[src/rtl/pixel_fetch_unit.sv]
// pixel_fetch_unit: turns an (x, y, z) pixel request into SRAM row reads and
// streams back a burst of consecutive pixels, one per cycle, lane 0 at LSB.
// Flags out-of-range coordinates and SRAM timeouts with one-cycle pulses.
// Build option: define PIXEL_FETCH_ROW_CACHE_EN to keep the last fetched row
// and skip the SRAM read when the next request falls in that same row.
module pixel_fetch_unit #(
  parameter int PIXEL_BITS     = 4,
  parameter int MEM_DATA_WIDTH = 64,
  parameter int ADDR_WIDTH     = 11,
  parameter int IMG_W          = 32,
  parameter int IMG_H          = 32,
  parameter int IMG_C          = 3,
  parameter int BASE_ADDR      = 0,
  parameter int MAX_BURST      = 16,
  parameter int TIMEOUT_CYCLES = 80
) (
  input  logic                             clock,
  input  logic                             rst,
  input  logic [31:0]                      x,
  input  logic [31:0]                      y,
  input  logic [31:0]                      z,
  input  logic [$clog2(MAX_BURST):0]       burst_len,
  input  logic                             trigger,
  input  logic                             mem_data_ready,
  input  logic [MEM_DATA_WIDTH-1:0]        mem_data_out,
  output logic                             mem_we,
  output logic                             mem_csb,
  output logic [ADDR_WIDTH-1:0]            mem_addr,
  output logic [PIXEL_BITS-1:0]            pix,
  output logic                             pix_valid,
  output logic                             pix_last,
  output logic                             busy,
  output logic                             err_range,
  output logic                             err_timeout
);

  localparam int PPR = MEM_DATA_WIDTH / PIXEL_BITS;
  localparam int LW  = (PPR > 1) ? $clog2(PPR) : 1;
  localparam int BLW = $clog2(MAX_BURST) + 1;
  localparam int TW  = $clog2(TIMEOUT_CYCLES + 1);
  localparam logic [31:0] TOTAL = 32'(IMG_W * IMG_H * IMG_C);

  localparam logic [1:0] S_IDLE = 2'd0;
  localparam logic [1:0] S_REQ  = 2'd1;
  localparam logic [1:0] S_OUT  = 2'd2;
  localparam logic [1:0] S_DONE = 2'd3;

  logic [1:0]                state;
  logic                      trigger_prev;
  logic [ADDR_WIDTH-1:0]     row_addr;
  logic [LW-1:0]             lane;
  logic [BLW-1:0]            remain;
  logic [TW-1:0]             tcnt;
  logic [MEM_DATA_WIDTH-1:0] row_data;
`ifdef PIXEL_FETCH_ROW_CACHE_EN
  logic                      cache_vld;
  logic [ADDR_WIDTH-1:0]     cache_addr;
`endif

  logic [31:0]           idx_c;
  logic [31:0]           row_c;
  logic [31:0]           left_c;
  logic [LW-1:0]         lane_c;
  logic [BLW-1:0]        blen_c;
  logic [BLW-1:0]        rem_c;
  logic                  in_range_c;
  logic                  start_c;
  logic                  capture_c;
  logic [PIXEL_BITS-1:0] pix_c;

  // Request decode: linear index, row/lane split, clamped and image-clipped burst length.
  always_comb begin
    idx_c      = (z * 32'(IMG_H) + y) * 32'(IMG_W) + x;
    row_c      = idx_c / 32'(PPR);
    lane_c     = LW'(idx_c % 32'(PPR));
    if (burst_len == '0)
      blen_c = BLW'(1);
    else if (burst_len > BLW'(MAX_BURST))
      blen_c = BLW'(MAX_BURST);
    else
      blen_c = burst_len;
    left_c     = TOTAL - idx_c;
    rem_c      = (left_c < 32'(blen_c)) ? BLW'(left_c) : blen_c;
    in_range_c = (x < 32'(IMG_W)) && (y < 32'(IMG_H)) && (z < 32'(IMG_C));
    start_c    = trigger && !trigger_prev;
    capture_c  = (state == S_REQ) && !mem_csb && mem_data_ready;
  end

  // Lane select out of the held row using constant slices only.
  always_comb begin
    pix_c = '0;
    for (int k = 0; k < PPR; k++)
      if (lane == LW'(k)) pix_c = row_data[k*PIXEL_BITS +: PIXEL_BITS];
  end

  // Control FSM and all externally visible outputs.
  always_ff @(posedge clock or posedge rst) begin
    if (rst) begin
      state        <= S_IDLE;
      trigger_prev <= 1'b1;
      mem_csb      <= 1'b1;
      mem_we       <= 1'b0;
      mem_addr     <= '0;
      pix          <= '0;
      pix_valid    <= 1'b0;
      pix_last     <= 1'b0;
      busy         <= 1'b0;
      err_range    <= 1'b0;
      err_timeout  <= 1'b0;
      row_addr     <= '0;
      lane         <= '0;
      remain       <= '0;
      tcnt         <= '0;
`ifdef PIXEL_FETCH_ROW_CACHE_EN
      cache_vld    <= 1'b0;
`endif
    end else begin
      trigger_prev <= trigger;
      pix_valid    <= 1'b0;
      pix_last     <= 1'b0;
      err_range    <= 1'b0;
      err_timeout  <= 1'b0;
      case (state)
        S_IDLE: begin
          if (start_c) begin
            if (!in_range_c) begin
              err_range <= 1'b1;
            end else begin
              busy     <= 1'b1;
              state    <= S_REQ;
              row_addr <= ADDR_WIDTH'(32'(BASE_ADDR) + row_c);
              lane     <= lane_c;
              remain   <= rem_c;
            end
          end
        end
        S_REQ: begin
          if (mem_csb) begin
`ifdef PIXEL_FETCH_ROW_CACHE_EN
            if (cache_vld && (cache_addr == row_addr)) begin
              state <= S_OUT;
            end else begin
              mem_csb  <= 1'b0;
              mem_we   <= 1'b1;
              mem_addr <= row_addr;
              tcnt     <= '0;
            end
`else
            mem_csb  <= 1'b0;
            mem_we   <= 1'b1;
            mem_addr <= row_addr;
            tcnt     <= '0;
`endif
          end else if (mem_data_ready) begin
            mem_csb <= 1'b1;
            mem_we  <= 1'b0;
            state   <= S_OUT;
`ifdef PIXEL_FETCH_ROW_CACHE_EN
            cache_vld <= 1'b1;
`endif
          end else if (tcnt == TW'(TIMEOUT_CYCLES - 1)) begin
            mem_csb     <= 1'b1;
            mem_we      <= 1'b0;
            err_timeout <= 1'b1;
            busy        <= 1'b0;
            state       <= S_IDLE;
`ifdef PIXEL_FETCH_ROW_CACHE_EN
            cache_vld   <= 1'b0;
`endif
          end else begin
            tcnt <= tcnt + 1'b1;
          end
        end
        S_OUT: begin
          pix       <= pix_c;
          pix_valid <= 1'b1;
          remain    <= remain - 1'b1;
          lane      <= (lane == LW'(PPR - 1)) ? '0 : lane + 1'b1;
          if (remain == BLW'(1)) begin
            pix_last <= 1'b1;
            state    <= S_DONE;
          end else if (lane == LW'(PPR - 1)) begin
            row_addr <= row_addr + 1'b1;
            state    <= S_REQ;
          end
        end
        default: begin
          busy  <= 1'b0;
          state <= S_IDLE;
        end
      endcase
    end
  end

  // Row capture (doubles as the cached row when caching is built in).
  always_ff @(posedge clock) begin
    if (capture_c) begin
      row_data <= mem_data_out;
`ifdef PIXEL_FETCH_ROW_CACHE_EN
      cache_addr <= mem_addr;
`endif
    end
  end

endmodule

[config.mk]
export PLATFORM = sky130hd
export DESIGN_NAME = pixel_fetch_unit
export DESIGN_NICKNAME = d
export VERILOG_FILES = /design/src/rtl/pixel_fetch_unit.sv
export SDC_FILE = /design/constraint.sdc
export NUM_CORES = 1
export LEC_CHECK = 0
export ABC_AREA = 1
export CAP_MARGIN = 30
export CORE_MARGIN = 5
export CORE_UTILIZATION = 59
export CTS_BUF_LIST = sky130_fd_sc_hd__clkbuf_4 sky130_fd_sc_hd__clkbuf_8
export CTS_CLUSTER_SIZE = 30
export DETAILED_ROUTE_END_ITERATION = 10
export PLACE_DENSITY_LB_ADDON = 0.12
export SETUP_SLACK_MARGIN = 0.3
export SYNTH_ARGS = -nofsm -noshare
export SYNTH_HDL_FRONTEND = slang
export SYNTH_SLANG_ARGS = --single-unit
[constraint.sdc]
create_clock -name clock -period 8.35 [get_ports clock]
set_input_delay 2.505 -clock clock [delete_from_list [all_inputs] [get_ports clock]]
set_output_delay 2.505 -clock clock [all_outputs]
set_load 0.02 [all_outputs]
## Word-level counts from Yosys, hierarchy flattened

Cells that the tools add are included.
W data, S select, Z words.

| storage, ports and cells | value |
|---|---|
| flip-flop bits (word level) | 116 |
| bits of input ports | 169 |
| output and inout bits | 22 |
| logic and storage cells | 140 |

| operators by class | value |
|---|---|
| $add $sub $neg | 7 |
| order comparisons | 5 |
| eq/ne operators | 30 |
| mux-type cells | 62 |
| bitwise operators | 1 |
| reductions and logical operators | 19 |

Operators by type and width:

| cell | count |
|---|---|
| $mux W4 | 19 |
| $lt A32 B6 Y1 const B | 2 |
| $mux W11 | 4 |
| $add A32 B32 Y32 | 1 |
| $eq A4 B4 Y1 const B | 8 |
| $lt A32 B2 Y1 const B | 1 |
| $lt A32 B5 Y1 | 1 |
| $sub A12 B32 Y32 const A | 1 |
| $add A27 B27 Y27 | 1 |
| $mux W5 | 5 |
| $pmux W11 S2 | 1 |
| $mux W7 | 3 |
| $mux W1 | 19 |
| $eq A4 B3 Y1 const B | 4 |
| $mux W2 | 7 |
| $ne A2 B2 Y1 const B | 7 |
| $add A11 B1 Y11 const B | 1 |
| $pmux W5 S2 | 1 |
| $reduce_and A5 Y1 | 2 |
| $eq A4 B2 Y1 const B | 2 |
| $pmux W4 S2 | 1 |
| $add A7 B1 Y7 const B | 1 |
| $eq A7 B7 Y1 const B | 1 |
| $pmux W2 S3 | 1 |
| other kinds (22) | 30 |

## Longest topological paths before layout

Gate-level depths: netlist (run 1).

| depth | value |
|---|---|
| depth in word-level cells | 17 |
| gate-level depth with buffers | 38 |

## Worst setup path before layout (run 1)

Ideal clock, no wire load.

| path | value |
|---|---|
| path type | input to register |
| from | in y[5] |
| to | reg remain[2] |
| arrival | 6.458 ns |
| required time | 8.233 ns |
| path slack | 1.775 ns |
| stages | 36 |
| path buffers | 0 |
| cell sequence | ha_1 inv_1 fa_1 o21ai_0 nand3_1 nand2_1 nand3_1 nand2_1 a21oi_1 o21ai_0 nand3_1 nand2_1 xor2_1 ha_1 nand2_1 inv_1 nand2_1 nand3_1 a21oi_1 nand3_1 nand2_1 nand2_1 nor2_1 nand3_1 nor2_1 nand2_1 nand2_1 nand2_1 nor2_1 nand2_1 nor2_4 nand3_2 nand2_1 nand3_1 nand2_1 nand2_1 |

| on the way | value |
|---|---|
| word-level cells in the longest chain between the ends | 8 |
| elaborated cells on any way between the ends | 13 |
| classes of those cells | add/sub: 3; order compare: 2; eq/ne: 1; mux: 4; reduce/logical: 3 |

Ends and longest elaborated chain:

| item | line | text |
|---|---|---|
| start: declaration | 20 | `input logic [31:0] y,` |
| $add A27 B27 Y27 | 73 | `idx_c = (z * 32'(IMG_H) + y) * 32'(IMG_W) + x;` |
| $add A32 B32 Y32 | 73 |  |
| $sub A12 B32 Y32 | 82 | `left_c = TOTAL - idx_c;` |
| $lt A32 B5 Y1 | 83 | `rem_c = (left_c < 32'(blen_c)) ? BLW'(left_c) : blen_c;` |
| $mux W5 | 83 |  |
| $mux W5 | 126 | `if (!in_range_c) begin` |
| $mux W5 | 125 | `if (start_c) begin` |
| $pmux W5 S2 | 123 | `case (state)` |
| end signal: assignment | 133 | `remain <= rem_c;` |
| end signal: assignment | 177 | `remain <= remain - 1'b1;` |
| end: declaration | 52 | `logic [BLW-1:0] remain;` |

Several ways; a longest one is shown, not always the timed one. The select of a mux whose other input is x is not followed.
A chain may end at the register's enable or synchronous reset.

## Final worst setup path (run 1)

| path | value |
|---|---|
| from | in z[0] |
| to | reg remain[1] |

| on the way | value |
|---|---|
| word-level cells in the longest chain between the ends | 8 |
| elaborated cells on any way between the ends | 12 |
| classes of those cells | add/sub: 3; order compare: 2; eq/ne: 1; mux: 4; reduce/logical: 2 |

Ends and longest elaborated chain:

| item | line | text |
|---|---|---|
| start: declaration | 21 | `input logic [31:0] z,` |
| $add A27 B27 Y27 | 73 |  |
| $add A32 B32 Y32 | 73 |  |
| $sub A12 B32 Y32 | 82 |  |
| $lt A32 B5 Y1 | 83 |  |
| $mux W5 | 83 |  |
| $mux W5 | 126 |  |
| $mux W5 | 125 |  |
| $pmux W5 S2 | 123 |  |

Several ways; a longest one is shown, not always the timed one. The select of a mux whose other input is x is not followed.

==> key figures, run 1 <==
Global routing
  – Overflow after GRT: 0
  – Largest net degree at the start of global routing: 65
  – First-pass GRT wire length: between 40 and 50 mm
  – Vias in the first global route: 9955
  – Initial antenna violation count: 0
  – Gr usage total: 0.2917

Critical path
  – Crit path launch type: input pin
  – Most common cell on crit path: nand2_1
  – CP max-delay cell: clkdlybuf4s50_1
  – Critical path peak fanout: 6
  – Arrival time worst endpoint: between 7 and 8 ns
  – CP max stage delay: 0.50 ns
  – CP Class: input pin to flop
  – CP top delay family: simple AND/OR/NAND/NOR gates
  – Setup crit end kind: flop
  – Crit path buf inv count: 2
  – CP Data Required Time: slightly below 9 ns

Placement
  – Port Buf Inserts: 190
  – Area after DPL: roughly 12000 µm²
  – Dpl ws: about 0.63 ns
  – Post-DP HPWL: between 20 and 25 mm
  – Routability cong.: just under 1

Route
  – Avg WL per Cell: about 15 µm
  – Routed Antenna Nets: 0
  – DR iter-0 viols: just under 700
  – Final wirelength: about 28 mm
  – Vias per Instance: approximately 5.5
  – DR pass1 iterations: 7
  – Drt drc: 0
  – Via count: approximately 10000

Clock tree
  – Post-CTS Setup Bufs: 0
  – CTS buffer count: 17
  – Post-CTS Resized: 0
  – Clock Latency Late Sink: around 0.45 ns
  – Clk root buf: clkbuf_8
  – CTS tree: built
  – Hold-fix buffers, CTS: 0
  – Clock Path Buffers: 2
  – Clock Sinks: 116
  – Reg clk slew, reported paths: 0.07 ns
  – H-tree Lvls: 4

Synthesis
  – Top cell type's share of synthesized area: 0.1954
  – Main flop type after synthesis: edfxtp_1
  – Top cells by area, synth: edfxtp_1, nand2_1, dfrtp_1
  – Seq/Total Area, Yosys: 0.3280
  – Mapped cell area: 9834 µm²
  – Avg Cell Area, Syn: 6.887 µm²
  – Number of cells produced by synthesis: between 1000 and 1500
  – Yosys synthesis warning count: 0
  – Post-synth ARST share: 0.4483
  – Synth cell count leaders: nand2_1, inv_1, nor2_1
  – Post-synth top area cell: edfxtp_1
  – Post-synth EDFFs: 64
  – #FFs+latches synth: 116
  – Synth cell types: 47
  – Most frequent cell after synthesis: nand2_1
  – Mapped Nets: 1660

Power
  – Pwr Total: about 2.0 mW
  – Clock power share: 0.278
  – Sequential share of power: 0.296
  – Internal cell power: approximately 1.2 mW
  – Static Leak: 5.812 nW
  – Sw frac: 0.4002
  – Net Switching: between 800 and 900 µW
  – Combinational group share of total power: 0.425
  – P per Cell Area: ~160 nW/µm²
  – Max IR drop VDD: 137.8 µV

Die
  – Die Area: around 19000 µm²
  – Core area: 16470 µm²
  – FP Rows: 47
  – Die Ht: about 140 µm
  – Top Ports: approximately 190
  – Starting Density: 0.5973
  – Die extent in x: between 100 and 150 µm

Run status
  – Status: complete, no violations

Finish
  – Fillers: 1307
  – Final Net Count: 1863
  – Syn-to-layout area delta: 26.58%
  – Antenna fix cells: 0
  – Final Instance Area: between 10000 and 15000 µm²
  – Proportion of layout cells with a drive suffix above 1: 0.06752

STA
  – Slew @ Worst Pin: 1.022 ns
  – Highest Clock Rate: between 100 and 150 MHz
  – Total negative setup slack: 0 ns
  – Setup slack after layout: a little over 1 ns
  – Final worst path period share: 0.8757
  – Slew HR: 0.3122
  – RSZ-0062 raised after global routing: no
  – Max Slew Vio Count: 0
  – Tmin final: between 7 and 8 ns
  – Post-Route Skew: ~0.012 ns
  – Final Hold Violating Endpoints: 0
  – Fin Hold WS: 0.4851 ns
  – Final setup vio count: 0

Hold path
  – Hold crit path type: flop to flop

Flow run
  – Max cap viols: 0
final cells by class:
class,instances,area [µm²],area share
flip-flops and latches,116,3226,0.2591
well taps,220,275.3,0.02211
inverters,209,784.5,0.06302
repair buffers,193,1937,0.1556
clock inverters,15,195.2,0.01568
clock buffers,17,234.0,0.01880
multi-input cells,1094,5797,0.4657
per-layer routing:
metal	share of wire	up-vias	global-route usage	routed length, µm
met5	0	-	0	0
met4	0.034	0	0.1050	958
met3	0.079	86	0.05552	2240
met2	0.47	429	0.4871	13310
met1	0.42	4641	0.3791	11750
li1	-	5125	-	-
registers in the layout, indices dropped and copies added, names as in the netlist, 2 cells and up:
register	cells
row_addr	11
pix	4
row_data	64
state	2
remain	5
tcnt	7
lane	4
mem_addr	11
cell families after synthesis:
group,synth area share
simple gates,0.3710
compound gates,0.09606
xor+xnor,0.03995
buf+inv,0.08333
flops,0.3280
fa+ha+maj,0.08168
worst min-delay path, cell delays in order (launching register included):
cell	delay [ns]
dfrtp_1	0.35
nand2_1	0.05
nand2_1	0.05
power by group through the flow:
stage	Clock [mW]	Combinational [mW]	Sequential (mW)
5_1_grt	0.605	0.977	0.605
2_1_floorplan	0	0.602	0.618
3_3_place_gp	0	0.839	0.618
6_report	0.568	0.869	0.606
4_1_cts	0.578	0.856	0.605
3_5_place_dp	0	0.851	0.618
worst paths after layout:
| check | start | to | slack [ns] | cells past startpoint |
|---|---|---|---|---|
| max | z[0] | remain[1] | 1.04 | 38 |
| min reg2reg | pix[2] | pix[2] | 0.49 | 2 |
| min in group asynchronous | rst | mem_we | 2.38 | 2 |
| max reg2reg | state[1] | row_addr[10] | 5.52 | 10 |
| min | pix[2] | pix[2] | 0.49 | 2 |
| max in group asynchronous | rst | mem_addr[1] | 5.46 | 3 |
per-stage QoR:
stage               cells    util
finish               1864  0.7560
CTS                  1864  0.7560
detailed placement   1832  0.7299
floorplan            1428       -
global placement     1831  0.7287
global route         1864  0.7560
cells in the final DEF (no fill, tap or decap), types with 5 or more instances in the layout:
cell type / instances
a21oi_1: 65
a31oi_1: 5
clkbuf_8: 17
clkdlybuf4s50_1: 190
dfrtp_1: 50
edfxtp_1: 64
ha_1: 61
inv_1: 191
inv_2: 15
nand2_1: 432
nand2_2: 17
nand3_1: 93
nand3_2: 8
nand3b_1: 5
nand4_1: 47
nor2_1: 141
nor2_2: 9
nor2_4: 10
nor3_1: 16
nor4_1: 25
o211ai_1: 9
o21ai_0: 66
or2_2: 8
xnor2_1: 12
xor2_1: 31
Note: power is estimated with default switching activity, not from simulation.
==> run 2, diff against run 1 <==
--- a/config.mk
+++ b/config.mk
@@ -12,8 +12,10 @@
 export CTS_BUF_LIST = sky130_fd_sc_hd__clkbuf_4 sky130_fd_sc_hd__clkbuf_8
 export CTS_CLUSTER_SIZE = 30
 export DETAILED_ROUTE_END_ITERATION = 10
+export MAX_ROUTING_LAYER = met4
 export PLACE_DENSITY_LB_ADDON = 0.12
 export SETUP_SLACK_MARGIN = 0.3
 export SYNTH_ARGS = -nofsm -noshare
 export SYNTH_HDL_FRONTEND = slang
 export SYNTH_SLANG_ARGS = --single-unit
+export TNS_END_PERCENT = 10
==> run 2 against run 1 <==
  * Fmax down 1.5%
  * Combinational power increased by 0.7%
  * Power rose by 0.18%
  * Via count up 0.21%
  * Utilization barely moved
  * Wire length increased by 1.7%
  * Final area is essentially flat
  * Global-route usage is 1.1 points higher
  * Largest cell class unchanged
  * Largest power group unchanged
  * Highest routed layer unchanged
==> key figures, run 2 (synthesized netlist as in run 1, its figures left out) <==
Route
  – Final wirelength: 28.74 mm (was 28.25 mm)
  – Vias per Instance: 5.524 (was 5.516)
  – DR pass1 iterations: 5 (was 7)
  – Via count: 10303 (was 10281)
  – Avg WL per Cell: 15.41 µm (was 15.16 µm)
  – Drt drc: 0 (unchanged)
  – DR iter-0 viols: 662 (was 693)
  – Routed Antenna Nets: 0 (unchanged)

Clock tree
  – Reg clk slew, reported paths: 0.07 ns (about the same)
  – Clock Sinks: 116 (unchanged)
  – Post-CTS Setup Bufs: 0 (unchanged)
  – CTS tree: built (unchanged)
  – Post-CTS Resized: 0 (unchanged)
  – Clk root buf: clkbuf_8 (unchanged)
  – H-tree Lvls: 4 (unchanged)
  – Hold-fix buffers, CTS: 0 (unchanged)
  – Clock Latency Late Sink: 0.45 ns (about the same)
  – Clock Path Buffers: 2 (unchanged)
  – CTS buffer count: 17 (unchanged)

Placement
  – Port Buf Inserts: 190 (unchanged)
  – Placed Cells: 1832 (unchanged)
  – Dpl ws: 0.5238 ns (was 0.6259 ns)
  – Post-DP HPWL: 23.42 mm (was 23.11 mm)
  – Area after DPL: 12020 µm² (unchanged)
  – Routability cong.: 1.012 (was 0.9911)

Hold path
  – Worst hold start: mem_addr[5] (was pix[2])
  – Hold crit path type: flop to flop (unchanged)

Critical path
  – CP max-delay cell: clkdlybuf4s50_1 (unchanged)
  – Arrival time worst endpoint: 7.76 ns (was 7.65 ns)
  – Critical path peak fanout: 6 (unchanged)
  – CP max stage delay: 0.51 ns (was 0.50 ns)
  – Crit path from: z[0] (unchanged)
  – Most common cell on crit path: nand2_1 (unchanged)
  – CP Data Required Time: 8.69 ns (about the same)
  – Crit path buf inv count: 3 (was 2)
  – CP top delay family: simple AND/OR/NAND/NOR gates (unchanged)
  – Setup crit end kind: flop (unchanged)
  – RR Startpoint: state[1] (unchanged)
  – CP Class: input pin to flop (unchanged)
  – Crit path launch type: input pin (unchanged)

STA
  – Fin Hold WS: 0.4855 ns (was 0.4851 ns)
  – RSZ-0062 raised after global routing: no (unchanged)
  – Final Hold Violating Endpoints: 0 (unchanged)
  – Slew HR: 0.4008 (was 0.3122)
  – Highest Clock Rate: 134.8 MHz (was 136.8 MHz)
  – Slew @ Worst Pin: 0.8906 ns (was 1.022 ns)
  – Final worst path period share: 0.8886 (was 0.8757)
  – Tmin final: 7.420 ns (was 7.312 ns)
  – Total negative setup slack: 0 ns (unchanged)
  – Final setup vio count: 0 (unchanged)
  – Max Slew Vio Count: 0 (unchanged)
  – Setup slack after layout: 0.9298 ns (was 1.038 ns)
  – Post-Route Skew: 0.01344 ns (was 0.01159 ns)

Finish
  – Top reg by flops: row_data (unchanged)
  – Syn-to-layout area delta: 26.59% (was 26.58%)
  – Final Net Count: 1863 (unchanged)
  – Largest regs: row_data x64, mem_addr x11, row_addr x11 (unchanged)
  – Final cell count without fillers: 1865 (was 1864)
  – Most common cell after layout, fill and taps aside: nand2_1 (unchanged)
  – Max reg flops: 64 (unchanged)
  – Finished Core Util: 0.7561 (was 0.7560)
  – Proportion of layout cells with a drive suffix above 1: 0.06752 (unchanged)
  – Final Instance Area: 12450 µm² (about the same)
  – Most frequent cells in the layout: nand2_1, inv_1, clkdlybuf4s50_1, nor2_1, nand3_1 (unchanged)

Global routing
  – Initial antenna violation count: 1 (was 0)
  – First-pass GRT wire length: 46.92 mm (was 46.78 mm)
  – Vias in the first global route: 9745 (was 9955)
  – Overflow after GRT: 0 (unchanged)
  – Gr usage total: 0.3031 (was 0.2917)
  – Largest net degree at the start of global routing: 65 (unchanged)

Run status
  – Status: complete, no violations (unchanged)

Power
  – Max IR drop VDD: 130.1 µV (was 137.8 µV)
  – Pwr Total: 2.046 mW (was 2.043 mW)
  – P per Cell Area: 164.4 nW/µm² (was 164.1 nW/µm²)
  – Static Leak: 5.820 nW (was 5.812 nW)

Die
  – Core area: 16470 µm² (unchanged)
  – Die Area: 19350 µm² (unchanged)
  – Starting Density: 0.5973 (unchanged)
  – Die extent in x: 139.1 µm (unchanged)
  – Top Ports: 191 (unchanged)
  – FP Rows: 47 (unchanged)
  – Die Ht: 139.1 µm (unchanged)

Flow run
  – Max cap viols: 0 (unchanged)
run 2: cell count changes in the layout (fill, tap and decap cells not counted), sizes merged:
cell      change
clkinv        +2
clkinvlp      -2
diode         +1
run 2: worst paths after layout:
check                                   end  slack [ns]  depth (start not counted)
max in group asynchronous           mem_csb        5.33                          3
worst max register to register  row_addr[1]        5.42                         10
worst max-delay path              remain[1]        0.93                         39
worst min-delay path            mem_addr[5]        0.49                          2
worst min register to register  mem_addr[5]        0.49                          2
min in group asynchronous       row_addr[7]        2.42                          2
run 2: final cells by class:
cell class	instances	area [µm²]
Inverter	209	784.5
Timing Repair Buffer	193	1937
Clock inverter	15	193.9
Clock buffer	17	234.0
Multi-Input combinational cell	1094	5797
Fill cell	1253	4016
Antenna cell	1	2.502
Tap cell	220	275.3
Sequential cell	116	3226
run 2: metal layers:
metal / track usage / part of all wire
met5: - / 0
met4: 0.09990 / 0.025
met3: 0.05379 / 0.070
met2: 0.4994 / 0.48
met1: 0.3799 / 0.43
run 2: worst reg2reg max path: cells and delay by family, from the launching register on:
kind                   cells  cell delay [ns]
AO/OA/AOI/OAI              2             0.30
AND/OR/NAND/NOR            4             0.71
flip-flops                 1             0.47
buffers and inverters      4             1.31
run 2: power breakdown:
part	total, mW	internal [mW]	switching (mW)	leakage (nW)
clock	0.566	0.303	0.263	0.211
sequential	0.606	0.605	0.000186	1.20
combinational	0.875	0.318	0.557	4.41
